**src/rtl/ram_arbiter_pkg.sv**
```systemverilog
// ram_arbiter_pkg: shared defaults, response tag type and alignment helper
package ram_arbiter_pkg;
   localparam int DEF_ADDR_WIDTH   = 10;
   localparam int DEF_DATA_WIDTH   = 32;
   localparam int DEF_STARVE_LIMIT = 4;
   typedef struct packed {
      logic rsp_if;
      logic rsp_d;
      logic rsp_we;
      logic err;
   } rsp_tag_t;
   function automatic logic is_misaligned(input logic [1:0] lsb);
      return |lsb;
   endfunction
endpackage

```
**src/rtl/ram_arbiter_if.sv**
```systemverilog
// ram_arbiter_if: fetch and load/store request/response channels of the RAM arbiter
interface ram_arbiter_if #(
   parameter int ADDR_WIDTH = 10,
   parameter int DATA_WIDTH = 32
);
   logic                  if_req_valid;
   logic [ADDR_WIDTH-1:0] if_req_addr;
   logic                  if_req_ready;
   logic                  if_rsp_valid;
   logic [DATA_WIDTH-1:0] if_rsp_data;
   logic                  if_rsp_err;
   logic                  d_req_valid;
   logic                  d_req_we;
   logic [ADDR_WIDTH-1:0] d_req_addr;
   logic [DATA_WIDTH-1:0] d_req_wdata;
   logic                  d_req_ready;
   logic                  d_rsp_valid;
   logic [DATA_WIDTH-1:0] d_rsp_data;
   logic                  d_rsp_err;
   modport master (
      output if_req_valid, if_req_addr, d_req_valid, d_req_we, d_req_addr, d_req_wdata,
      input  if_req_ready, if_rsp_valid, if_rsp_data, if_rsp_err,
      input  d_req_ready, d_rsp_valid, d_rsp_data, d_rsp_err
   );
   modport slave (
      input  if_req_valid, if_req_addr, d_req_valid, d_req_we, d_req_addr, d_req_wdata,
      output if_req_ready, if_rsp_valid, if_rsp_data, if_rsp_err,
      output d_req_ready, d_rsp_valid, d_rsp_data, d_rsp_err
   );
endinterface

```
**src/rtl/ram_arbiter_starve.sv**
```systemverilog
// ram_arbiter_starve: counts stalled fetch cycles and forces a fetch grant at the limit
module ram_arbiter_starve #(
   parameter int STARVE_LIMIT = 4
) (
   input  logic clk,
   input  logic rst_n,
   input  logic i_if_valid,
   input  logic i_if_gnt,
   output logic o_force
);
   localparam int CW = $clog2(STARVE_LIMIT + 1);
   logic [CW-1:0] r_cnt;
   assign o_force = (r_cnt == CW'(STARVE_LIMIT));
   // Saturating count of consecutive cycles fetch wanted the RAM but lost it
   always_ff @(posedge clk or negedge rst_n)
      if (!rst_n) r_cnt <= '0;
      else if (!i_if_valid || i_if_gnt) r_cnt <= '0;
      else if (!o_force) r_cnt <= r_cnt + 1'b1;
endmodule

```
**src/rtl/ram_arbiter.sv**
```systemverilog
// ram_arbiter: shares one single-port word RAM between instruction fetch and load/store
module ram_arbiter
   import ram_arbiter_pkg::*;
#(
   parameter int ADDR_WIDTH   = DEF_ADDR_WIDTH,
   parameter int DATA_WIDTH   = DEF_DATA_WIDTH,
   parameter int STARVE_LIMIT = DEF_STARVE_LIMIT
) (
   input  logic                  clk,
   input  logic                  rst_n,
   ram_arbiter_if.slave          bus,
   output logic [ADDR_WIDTH-1:0] o_ram_addr,
   output logic [DATA_WIDTH-1:0] o_ram_in,
   output logic                  o_ram_wen,
   input  logic [DATA_WIDTH-1:0] i_ram_out
);
   logic     w_force, w_gnt_if, w_gnt_d, w_mis_if, w_mis_d;
   rsp_tag_t r_tag;

   ram_arbiter_starve #(.STARVE_LIMIT(STARVE_LIMIT)) u_starve (
      .clk        (clk),
      .rst_n      (rst_n),
      .i_if_valid (bus.if_req_valid),
      .i_if_gnt   (w_gnt_if),
      .o_force    (w_force)
   );

   assign w_gnt_if = bus.if_req_valid & (~bus.d_req_valid | w_force);
   assign w_gnt_d  = bus.d_req_valid & ~w_gnt_if;
   assign w_mis_if = is_misaligned(bus.if_req_addr[1:0]);
   assign w_mis_d  = is_misaligned(bus.d_req_addr[1:0]);

   assign bus.if_req_ready = w_gnt_if;
   assign bus.d_req_ready  = w_gnt_d;
   assign o_ram_addr = w_gnt_if ? bus.if_req_addr : w_gnt_d ? bus.d_req_addr : '0;
   assign o_ram_in   = bus.d_req_wdata;
   assign o_ram_wen  = w_gnt_d & bus.d_req_we & ~w_mis_d;

   // Remember who owns next cycle's RAM read data and how to qualify it
   always_ff @(posedge clk or negedge rst_n)
      if (!rst_n) r_tag <= '0;
      else r_tag <= '{rsp_if: w_gnt_if, rsp_d: w_gnt_d, rsp_we: bus.d_req_we,
                      err: (w_gnt_if & w_mis_if) | (w_gnt_d & w_mis_d)};

   assign bus.if_rsp_valid = r_tag.rsp_if;
   assign bus.if_rsp_data  = i_ram_out;
   assign bus.if_rsp_err   = r_tag.rsp_if & r_tag.err;
   assign bus.d_rsp_valid  = r_tag.rsp_d;
   assign bus.d_rsp_data   = (r_tag.rsp_we | r_tag.err) ? '0 : i_ram_out;
   assign bus.d_rsp_err    = r_tag.rsp_d & r_tag.err;
endmodule

```
**src/flat_wrapper.sv**
```systemverilog
// flat-port wrapper written by rule: the top's interface ports become plain ports
module ram_arbiter_flat import ram_arbiter_pkg::*;
#(
   parameter int ADDR_WIDTH   = DEF_ADDR_WIDTH,
   parameter int DATA_WIDTH   = DEF_DATA_WIDTH,
   parameter int STARVE_LIMIT = DEF_STARVE_LIMIT
)
  (clk, rst_n, o_ram_addr, o_ram_in, o_ram_wen, i_ram_out, bus_if_req_valid, bus_if_req_addr, bus_d_req_valid, bus_d_req_we, bus_d_req_addr, bus_d_req_wdata, bus_if_req_ready, bus_if_rsp_valid, bus_if_rsp_data, bus_if_rsp_err, bus_d_req_ready, bus_d_rsp_valid, bus_d_rsp_data, bus_d_rsp_err);
  ram_arbiter_if #(.ADDR_WIDTH(ADDR_WIDTH), .DATA_WIDTH(DATA_WIDTH)) bus_i ();
  input  logic clk;
  input  logic rst_n;
  output logic [ADDR_WIDTH-1:0] o_ram_addr;
  output logic [DATA_WIDTH-1:0] o_ram_in;
  output logic o_ram_wen;
  input  logic [DATA_WIDTH-1:0] i_ram_out;
  input wire logic [$bits(bus_i.if_req_valid)-1:0] bus_if_req_valid;
  input wire logic [$bits(bus_i.if_req_addr)-1:0] bus_if_req_addr;
  input wire logic [$bits(bus_i.d_req_valid)-1:0] bus_d_req_valid;
  input wire logic [$bits(bus_i.d_req_we)-1:0] bus_d_req_we;
  input wire logic [$bits(bus_i.d_req_addr)-1:0] bus_d_req_addr;
  input wire logic [$bits(bus_i.d_req_wdata)-1:0] bus_d_req_wdata;
  output wire logic [$bits(bus_i.if_req_ready)-1:0] bus_if_req_ready;
  output wire logic [$bits(bus_i.if_rsp_valid)-1:0] bus_if_rsp_valid;
  output wire logic [$bits(bus_i.if_rsp_data)-1:0] bus_if_rsp_data;
  output wire logic [$bits(bus_i.if_rsp_err)-1:0] bus_if_rsp_err;
  output wire logic [$bits(bus_i.d_req_ready)-1:0] bus_d_req_ready;
  output wire logic [$bits(bus_i.d_rsp_valid)-1:0] bus_d_rsp_valid;
  output wire logic [$bits(bus_i.d_rsp_data)-1:0] bus_d_rsp_data;
  output wire logic [$bits(bus_i.d_rsp_err)-1:0] bus_d_rsp_err;
  assign bus_i.if_req_valid = bus_if_req_valid;
  assign bus_i.if_req_addr = bus_if_req_addr;
  assign bus_i.d_req_valid = bus_d_req_valid;
  assign bus_i.d_req_we = bus_d_req_we;
  assign bus_i.d_req_addr = bus_d_req_addr;
  assign bus_i.d_req_wdata = bus_d_req_wdata;
  assign bus_if_req_ready = bus_i.if_req_ready;
  assign bus_if_rsp_valid = bus_i.if_rsp_valid;
  assign bus_if_rsp_data = bus_i.if_rsp_data;
  assign bus_if_rsp_err = bus_i.if_rsp_err;
  assign bus_d_req_ready = bus_i.d_req_ready;
  assign bus_d_rsp_valid = bus_i.d_rsp_valid;
  assign bus_d_rsp_data = bus_i.d_rsp_data;
  assign bus_d_rsp_err = bus_i.d_rsp_err;
  ram_arbiter #(.ADDR_WIDTH(ADDR_WIDTH), .DATA_WIDTH(DATA_WIDTH), .STARVE_LIMIT(STARVE_LIMIT)) u_core (.clk(clk), .rst_n(rst_n), .bus(bus_i), .o_ram_addr(o_ram_addr), .o_ram_in(o_ram_in), .o_ram_wen(o_ram_wen), .i_ram_out(i_ram_out));
endmodule
```
**config.mk**
```make
export PLATFORM = sky130hd
export DESIGN_NAME = ram_arbiter_flat
export DESIGN_NICKNAME = d
export VERILOG_FILES = /design/src/rtl/ram_arbiter_pkg.sv /design/src/rtl/ram_arbiter_if.sv /design/src/rtl/ram_arbiter_starve.sv /design/src/rtl/ram_arbiter.sv /design/src/flat_wrapper.sv
export SDC_FILE = /design/constraint.sdc
export NUM_CORES = 1
export LEC_CHECK = 0
export ABC_CLOCK_PERIOD_IN_PS = 1900
export CAP_MARGIN = 10
export CORE_AREA = 2 2 77 79
export DETAILED_ROUTE_END_ITERATION = 8
export DIE_AREA = 0 0 79 81
export HOLD_SLACK_MARGIN = 0.02
export PLACE_DENSITY = 0.81
export SYNTH_ARGS = -nofsm -noshare
export SYNTH_HDL_FRONTEND = slang
export SYNTH_SLANG_ARGS = --single-unit
```
**constraint.sdc**
```tcl
create_clock -name clk -period 1.9 [get_ports clk]
set_input_delay 0.19 -clock clk [delete_from_list [all_inputs] [get_ports clk]]
set_output_delay 0.19 -clock clk [all_outputs]
set_load 0.02 [all_outputs]
```
# [After elaboration in Yosys (flattened, before gate mapping)]
# Index checks and enable logic that the tools add are counted.
[totals] elab_cells=31 inputBits=89 out_inout_bits=113 regBits=7
[classes] n_eq_ne=2 n_reduce_logical=4 n_bitwise=14 muxes=5 add_sub_neg=1
[op_table] op="two-way mux 32 bit" count=1
[op_table] op="two-way mux 10 bit" count=2
[op_table] op="bitwise AND 1 bit" count=8
[op_table] op="two-way mux 3 bit" count=2
[op_table] op="OR reduction 2 bit" count=2
[op_table] op="adder 3 x 1 -> 3 bit (second input constant)" count=1
[op_table] op="== test 3 bit (second input constant)" count=1
[op_table] op="NOT 1 bit" count=3
[op_table] op="OR 1 bit" count=3
[op_table] op="!= test 2 bit (second input constant)" count=1
[op_table] op="logical NOT 1 bit" count=1
[op_table] op="logical OR 1 bit" count=1

# [Logic depth before layout (Yosys ltp)]
# Gate-level depths: netlist of the first run.
[depth] depth_word=7 mapped_depth=5

# [Modules after synthesis]
# From an unflattened synthesis of the first run, not the netlist that was laid out.
[hier_totals] hier_cells=165 area_unflattened_um2=1252.5
[modules_own_cells] module="ram_arbiter" area_each_um2=1069.8 seq_area_each_um2=100.1 n_inst=1 cells_each=147
[modules_own_cells] module="ram_arbiter_starve" area_each_um2=182.7 seq_area_each_um2=75.1 n_inst=1 cells_each=18

# [Worst setup path after synthesis of the first run]
# Ideal clock, no wire load.
[synth_timing] path_kind="register to output" startpoint="register u_core.u_starve.r_cnt[0]" endpoint="output o_ram_addr[0]" t_arrival_ns=1.319 path_stages_with_launch=6 slack_ns=0.391 n_path_buf=1 required_time_ns=1.710 cell_sequence="dfrtp_1 -> inv_1 -> ha_1 -> and3_1 -> buf_2 -> o22ai_1"
[synth_via] elab_chain_cells=7
[synth_rtl] element="start: declaration" line="ram_arbiter_starve.sv:12" text="logic [CW-1:0] r_cnt;"
[synth_rtl] element="start signal: assignment" line="ram_arbiter_starve.sv:18" text="else if (!o_force) r_cnt <= r_cnt + 1'b1;"
[synth_rtl] element="== test 3 bit (*)" line="ram_arbiter_starve.sv:13" text="assign o_force = (r_cnt == CW'(STARVE_LIMIT));"
[synth_rtl] element="OR 1 bit (*)" line="ram_arbiter.sv:28" text="assign w_gnt_if = bus.if_req_valid & (~bus.d_req_valid | w_force);"
[synth_rtl] element="bitwise AND 1 bit (*)" line="ram_arbiter.sv:28"
[synth_rtl] element="NOT 1 bit" line="ram_arbiter.sv:29" text="assign w_gnt_d = bus.d_req_valid & ~w_gnt_if;"
[synth_rtl] element="bitwise AND 1 bit" line="ram_arbiter.sv:29"
[synth_rtl] element="two-way mux 10 bit" line="ram_arbiter.sv:35" text="assign o_ram_addr = w_gnt_if ? bus.if_req_addr : w_gnt_d ? bus.d_req_addr : '0;"
[synth_rtl] element="two-way mux 10 bit (*)" line="ram_arbiter.sv:35"
[synth_rtl] element="end: declaration" line="flat_wrapper.sv:12" text="output logic [ADDR_WIDTH-1:0] o_ram_addr;"
# Mark *: on every way between the ends. The rest lies on a longest branch, timed or not.

# [Worst setup path after layout of the first run]
[layout_timing] startpoint="register u_core.u_starve.r_cnt[1]" endpoint="output o_ram_addr[3]"
# Same word-level chain as after synthesis.

==> results.toml, run 1 <==
[sta]
rsz0062_at_grt = "false"
fin_skew_ns = 0.000719
timing.final.crit_share = 0.918
max_freq_ghz = 0.573
setup_viol = 0
relSlewSlack = 0.791
worst_pin_slew_ns = 0.313
drv_slew = 0
hold_violations = 0
final.min_clock_period_ns = 1.74

[clocking]
numCtsBuffers = 3
post-cts-setup-buffer-count = 0
insertion_delay_ns = 0.23
clockBufferDepth = 2
tritoncts = "built"
path_clk_slew_ns = 0.04
cts_hold_buf = 0
htree_levels = 1
root_buffer = "clkbuf_8"
cts.sinks = 7

[placed_design]
placed_cell_area_mm2 = 0.00226
portBuffers = 137
gp_congestion = 0.668
dp_hpwl_um = 3300

[power]
seq_power_share = 0.184
power.leakage_nw = 1.45
power_frac_comb = 0.578
switching_share = 0.342
p_int_w = 0.000576
clkPwrFrac = 0.238
power.density_mw_per_mm2 = 376
irDropWorstVdd_uv = 226
p_total_w = 0.000875
p_switching_w = 0.000299

[run_status]
status = "complete, no violations"

[critical_path]
rr_startpoint = "u_core.u_starve.r_cnt[0]$_DFFE_PN0P_"
startpoint = "u_core.u_starve.r_cnt[1]$_DFFE_PN0P_"
critPathTopFamily = "buffers and inverters"
crit_fanout = 6
arrival_ns = 1.55
critical-path-max-stage-delay_ns = 0.38
crit_type = "flop to output port"
crit_path_start_kind = "flop"
worstPathCellList = "inv_1 > ha_1 > buf_4 > a21boi_4 > buf_4 > o22ai_1 > clkbuf_2"
end_kind = "output port"
slowest_stage = "dfrtp_1"
worst_ep_required_time_ns = 1.71
crit_top_cell = "buf_4"
worstPathBufferInverterCount = 4

[drt]
firstDrtPassIters = 3
dr_total_vias = 1312
post_drt_wl_per_cell_um = 11.7
viasPerCell = 4.06
wirelength_um = 3780
antenna_left = 0
drt_iter0_drc = 8
drcViolationCount = 0

[global_route]
busiest_layer = "met2"
antenna_found_initial = 0
grt_util_met1 = 0.102
met3_usage = 0.0711
met2_usage = 0.197
grt_pass1_vias = 1224
grt_max_degree = 33
overflow = 0
track_usage = 0.111
grt_pass1_wl_um = 5640

[cells_and_area]
multi_input_area_um2 = 494
layout_commonest_cell = "clkdlybuf4s50_1"
ff_latch_area_um2 = 175
design_area_mm2 = 0.00232
final_cell_mix = "clkdlybuf4s50_1 (92), and2_1 (34), dlymetal6s2s_1 (31)"
fin_nets = 340
finalCoreUtilization = 0.410
drive_above_1_share = 0.141
n_fill_cell = 572
area_delta_synth_final_pct = 96.6
antenna_cells = 0

[floorplan]
rows = 28
dieArea_mm2 = 0.00640
die_x_um = 79
dieHeight_um = 81
io-pin-count = 202
core_area_mm2 = 0.00568
start_util = 0.208

[logic_synthesis]
syn_avg_cell_area_um2 = 7.25
synth_cell_types = 21
synth_seq_cells = 7
syn_inst = 163
ys_seq_area_frac = 0.148
synth-warning-count = 0
syn_nets = 254
syn_area_mm2 = 0.00118

[flow_run]
drv_cap = 0

[min_path]
hold_class = "primary input to async pin"
[routing by layer]
layer / routed length [um] / part of all wire / vias up
li1: - / - / 628
met1: 1260 / 0.33 / 552
met2: 1800 / 0.48 / 127
met3: 667 / 0.18 / 5
met4: 51 / 0.013 / 0
met5: 0 / 0 / -
[flip-flops by register name, indices dropped and copies added (netlist names)]
signal,flops
u_core.bus.d_rsp_valid,1
u_core.bus.if_rsp_valid,1
u_core.r_tag,2
u_core.u_starve.r_cnt,3
[area by class of cell]
cell class                 instances  share of cell area
timing repair buffer             152               0.649
multi-input combinational         83               0.213
sequential                         7              0.0753
tap                               75              0.0404
clock buffer                       3              0.0178
inverter                           2             0.00323
clock inverter                     1             0.00215
[power groups by stage]
stage	Sequential (W)	Clock (W)	Combinational, W
floorplan	0.000165	0	0.000342
global placement	0.000163	0	0.000527
detailed placement	0.000164	0	0.000533
CTS	0.000162	0.000216	0.000525
global route	0.000162	0.000230	0.000539
finish	0.000161	0.000208	0.000505
[Yosys cell counts]
cell type,n,area share
nor2_1,1,0.0032
dfrtp_1,7,0.15
nor2_2,1,0.0053
and2_1,34,0.18
buf_4,65,0.41
and4_1,1,0.0074
or3b_1,1,0.0074
a21oi_1,1,0.0042
nand2b_1,1,0.0053
o22ai_1,11,0.058
nand2_1,22,0.070
clkbuf_1,3,0.0095
a21boi_2,1,0.0095
ha_1,2,0.021
and3_1,1,0.0053
and4b_1,1,0.0085
nor3b_1,1,0.0064
buf_2,3,0.013
nor2b_1,2,0.011
o21ai_0,2,0.0085
inv_1,2,0.0064
[metrics by stage]
step | setup WS, ns | instances | TNS [ns] | hold slack [ns]
floorplan | 0.391 | 163 | 0 | -0.106
global route | 0.0572 | 323 | 0 | 0.227
global placement | -0.0632 | 319 | -0.342 | 0.380
finish | 0.156 | 323 | 0 | 0.219
detailed placement | -0.123 | 319 | -0.989 | 0.380
CTS | 0.00269 | 323 | 0 | 0.223
[cells by family after synthesis]
kind of cell	Yosys count	synth area share
AO/OA/AOI/OAI	15	0.0804
buffers and inverters	73	0.441
adder cells (fa/ha/maj)	2	0.0212
AND/OR/NAND/NOR	66	0.309
flip-flops	7	0.148
[timing repair]
item                                    in CTS  in global routing
gates cloned                                 0                  0
hold endpoints to repair                     0                  0
resized for setup                           28                 48
endpoints found under the setup margin      14                 44
[final timing paths]
check / to / slack [ns] / depth (start not counted)
max: o_ram_addr[3] / 0.16 / 7
min: u_core.u_starve.r_cnt[1]$_DFFE_PN0P_ / 0.22 / 1
max reg2reg: u_core.bus.if_rsp_valid$_DFF_PN0_ / 0.61 / 7
min reg2reg: u_core.u_starve.r_cnt[0]$_DFFE_PN0P_ / 0.52 / 2
max in group asynchronous: u_core.r_tag[0]$_DFF_PN0_ / 1.45 / 1
min in group clk: o_ram_in[14] / 0.38 / 0
Note: power is estimated with default switching activity, not from simulation.
==> inputs of run 2 (changes only) <==
Settings changed: CORE_AREA 2 2 77 79 to 3 3 76 78, PLACE_DENSITY 0.81 to 0.85.
==> results.toml, run 2 (synthesis gave the netlist of run 1 again) <==
[placed_design]
portBuffers = 137
dpl.cell_count = 309
gp_congestion = 0.722
dp_hpwl_um = 3610
placed_cell_area_mm2 = 0.00221

[min_path]
hold_class = "primary input to async pin"

[cells_and_area]
drive_above_1_share = 0.111
fin_nets = 335
area_delta_synth_final_pct = 91.3
finalCoreUtilization = 0.440
top_register = "u_core.u_starve.r_cnt"
antenna_cells = 0
largest_reg_flops = 3
stdcell_count = 313
design_area_mm2 = 0.00226
final_cell_mix = "clkdlybuf4s50_1 (92), and2_1 (34), dlymetal6s2s_1 (26)"
ff_latch_area_um2 = 175
n_fill_cell = 531
multi_input_area_um2 = 487
reg_top3 = "u_core.u_starve.r_cnt (3), u_core.r_tag (2)"
layout_commonest_cell = "clkdlybuf4s50_1"

[clocking]
htree_levels = 1
clockBufferDepth = 2
cts_hold_buf = 0
cts_resized = 23
cts.sinks = 7
post-cts-setup-buffer-count = 0
root_buffer = "clkbuf_8"
insertion_delay_ns = 0.22
tritoncts = "built"
path_clk_slew_ns = 0.04
numCtsBuffers = 3

[critical_path]
crit_type = "flop to output port"
crit_path_start_kind = "flop"
worstPathCellList = "inv_1 > ha_1 > and3_2 > nor2b_1 > clkdlybuf4s15_1"
slowest_stage = "dfrtp_1"
worst-r2r-setup-slack_ns = 0.65
rr_startpoint = "u_core.u_starve.r_cnt[0]$_DFFE_PN0P_"
end_kind = "output port"
critical-path-max-stage-delay_ns = 0.34
startpoint = "u_core.u_starve.r_cnt[0]$_DFFE_PN0P_"
arrival_ns = 1.60
critPathTopFamily = "simple AND/OR/NAND/NOR gates"
worstPathBufferInverterCount = 2
worst_ep_required_time_ns = 1.71
crit_fanout = 5

[global_route]
antenna_found_initial = 0
grt_pass1_vias = 1235
overflow = 0
grt_max_degree = 33
grt_pass1_wl_um = 5710
track_usage = 0.109

[floorplan]
dieHeight_um = 81
start_util = 0.230
dieArea_mm2 = 0.00640
io-pin-count = 202
core_area_mm2 = 0.00514
rows = 26
die_x_um = 79

[power]
power.density_mw_per_mm2 = 383
irDropWorstVdd_uv = 281
p_total_w = 0.000866
power.leakage_nw = 1.36

[sta]
timing.final.crit_share = 0.941
hold-worst-slack_ns = 0.223
max_freq_ghz = 0.559
drv_slew = 0
rsz0062_at_grt = "false"
worst_pin_slew_ns = 0.309
hold_violations = 0
relSlewSlack = 0.794
final.min_clock_period_ns = 1.79
fin_skew_ns = 0.00253
setup_viol = 0

[run_status]
status = "complete, no violations"

[drt]
dr_total_vias = 1295
viasPerCell = 4.14
wirelength_um = 4250
drcViolationCount = 0
antenna_left = 0
post_drt_wl_per_cell_um = 13.6
drt_iter0_drc = 8
firstDrtPassIters = 2

[flow_run]
drv_cap = 0
## run 2: changes by cell type in the layout (fill, tap and decap cells not counted)
cell / delta
clkbuf_1: +1
a21boi_4: -1
clkinv_2: -1
dlygate4sd2_1: +6
buf_2: -2
buf_4: -5
a21boi_2: +1
dlymetal6s2s_1: -5
clkdlybuf4s15_1: +1
## run 2: final cells by class
cell class,instances,area share
Inverter,2,0.00332
Clock buffer,4,0.0199
Sequential cell,7,0.0774
Timing Repair Buffer,147,0.645
Multi-Input combinational cell,83,0.215
Tap cell,70,0.0387
## run 2: path summary, 6_finish.rpt
path	endpoint	depth (start not counted)
setup reg to reg	u_core.u_starve.r_cnt[2]$_DFFE_PN0P_	4
min in group clk	o_ram_in[18]	0
hold reg to reg	u_core.u_starve.r_cnt[0]$_DFFE_PN0P_	2
max in group asynchronous	u_core.u_starve.r_cnt[0]$_DFFE_PN0P_	1
setup / recovery	bus_d_req_ready	5
hold / removal	u_core.bus.d_rsp_valid$_DFF_PN0_	1
## run 2: through the flow
stage          setup WS, ns  setup TNS (ns)
2_1_floorplan         0.391               0
6_report              0.111               0
5_1_grt             0.00622               0
4_1_cts            0.000173               0
3_5_place_dp        -0.0478          -0.245
3_3_place_gp        -0.0440          -0.153
## run 2: metal layers
| metal | wire length (um) | vias to the layer above | track usage | share of wire |
|---|---|---|---|---|
| met2 | 1990 | 129 | 0.192 | 0.47 |
| met4 | 30 | 0 | 0.0275 | 0.0071 |
| met1 | 1400 | 544 | 0.0997 | 0.33 |
| li1 | - | 618 | - | - |
| met5 | 0 | - | 0 | 0 |
| met3 | 829 | 4 | 0.0843 | 0.19 |
## run 2: worst register-to-register path, stage by stage, from the launching register on
cell,delay [ns]
dfrtp_1,0.37
buf_4,0.14
ha_1,0.20
or3b_1,0.35
a21oi_1,0.12
## run 2: power breakdown
part | leakage (nW) | internal (W) | switching, W
logic | 1.25 | 0.000271 | 0.000229
clock network | 0.0228 | 0.000145 | 0.0000591
registers | 0.0887 | 0.000157 | 0.00000463
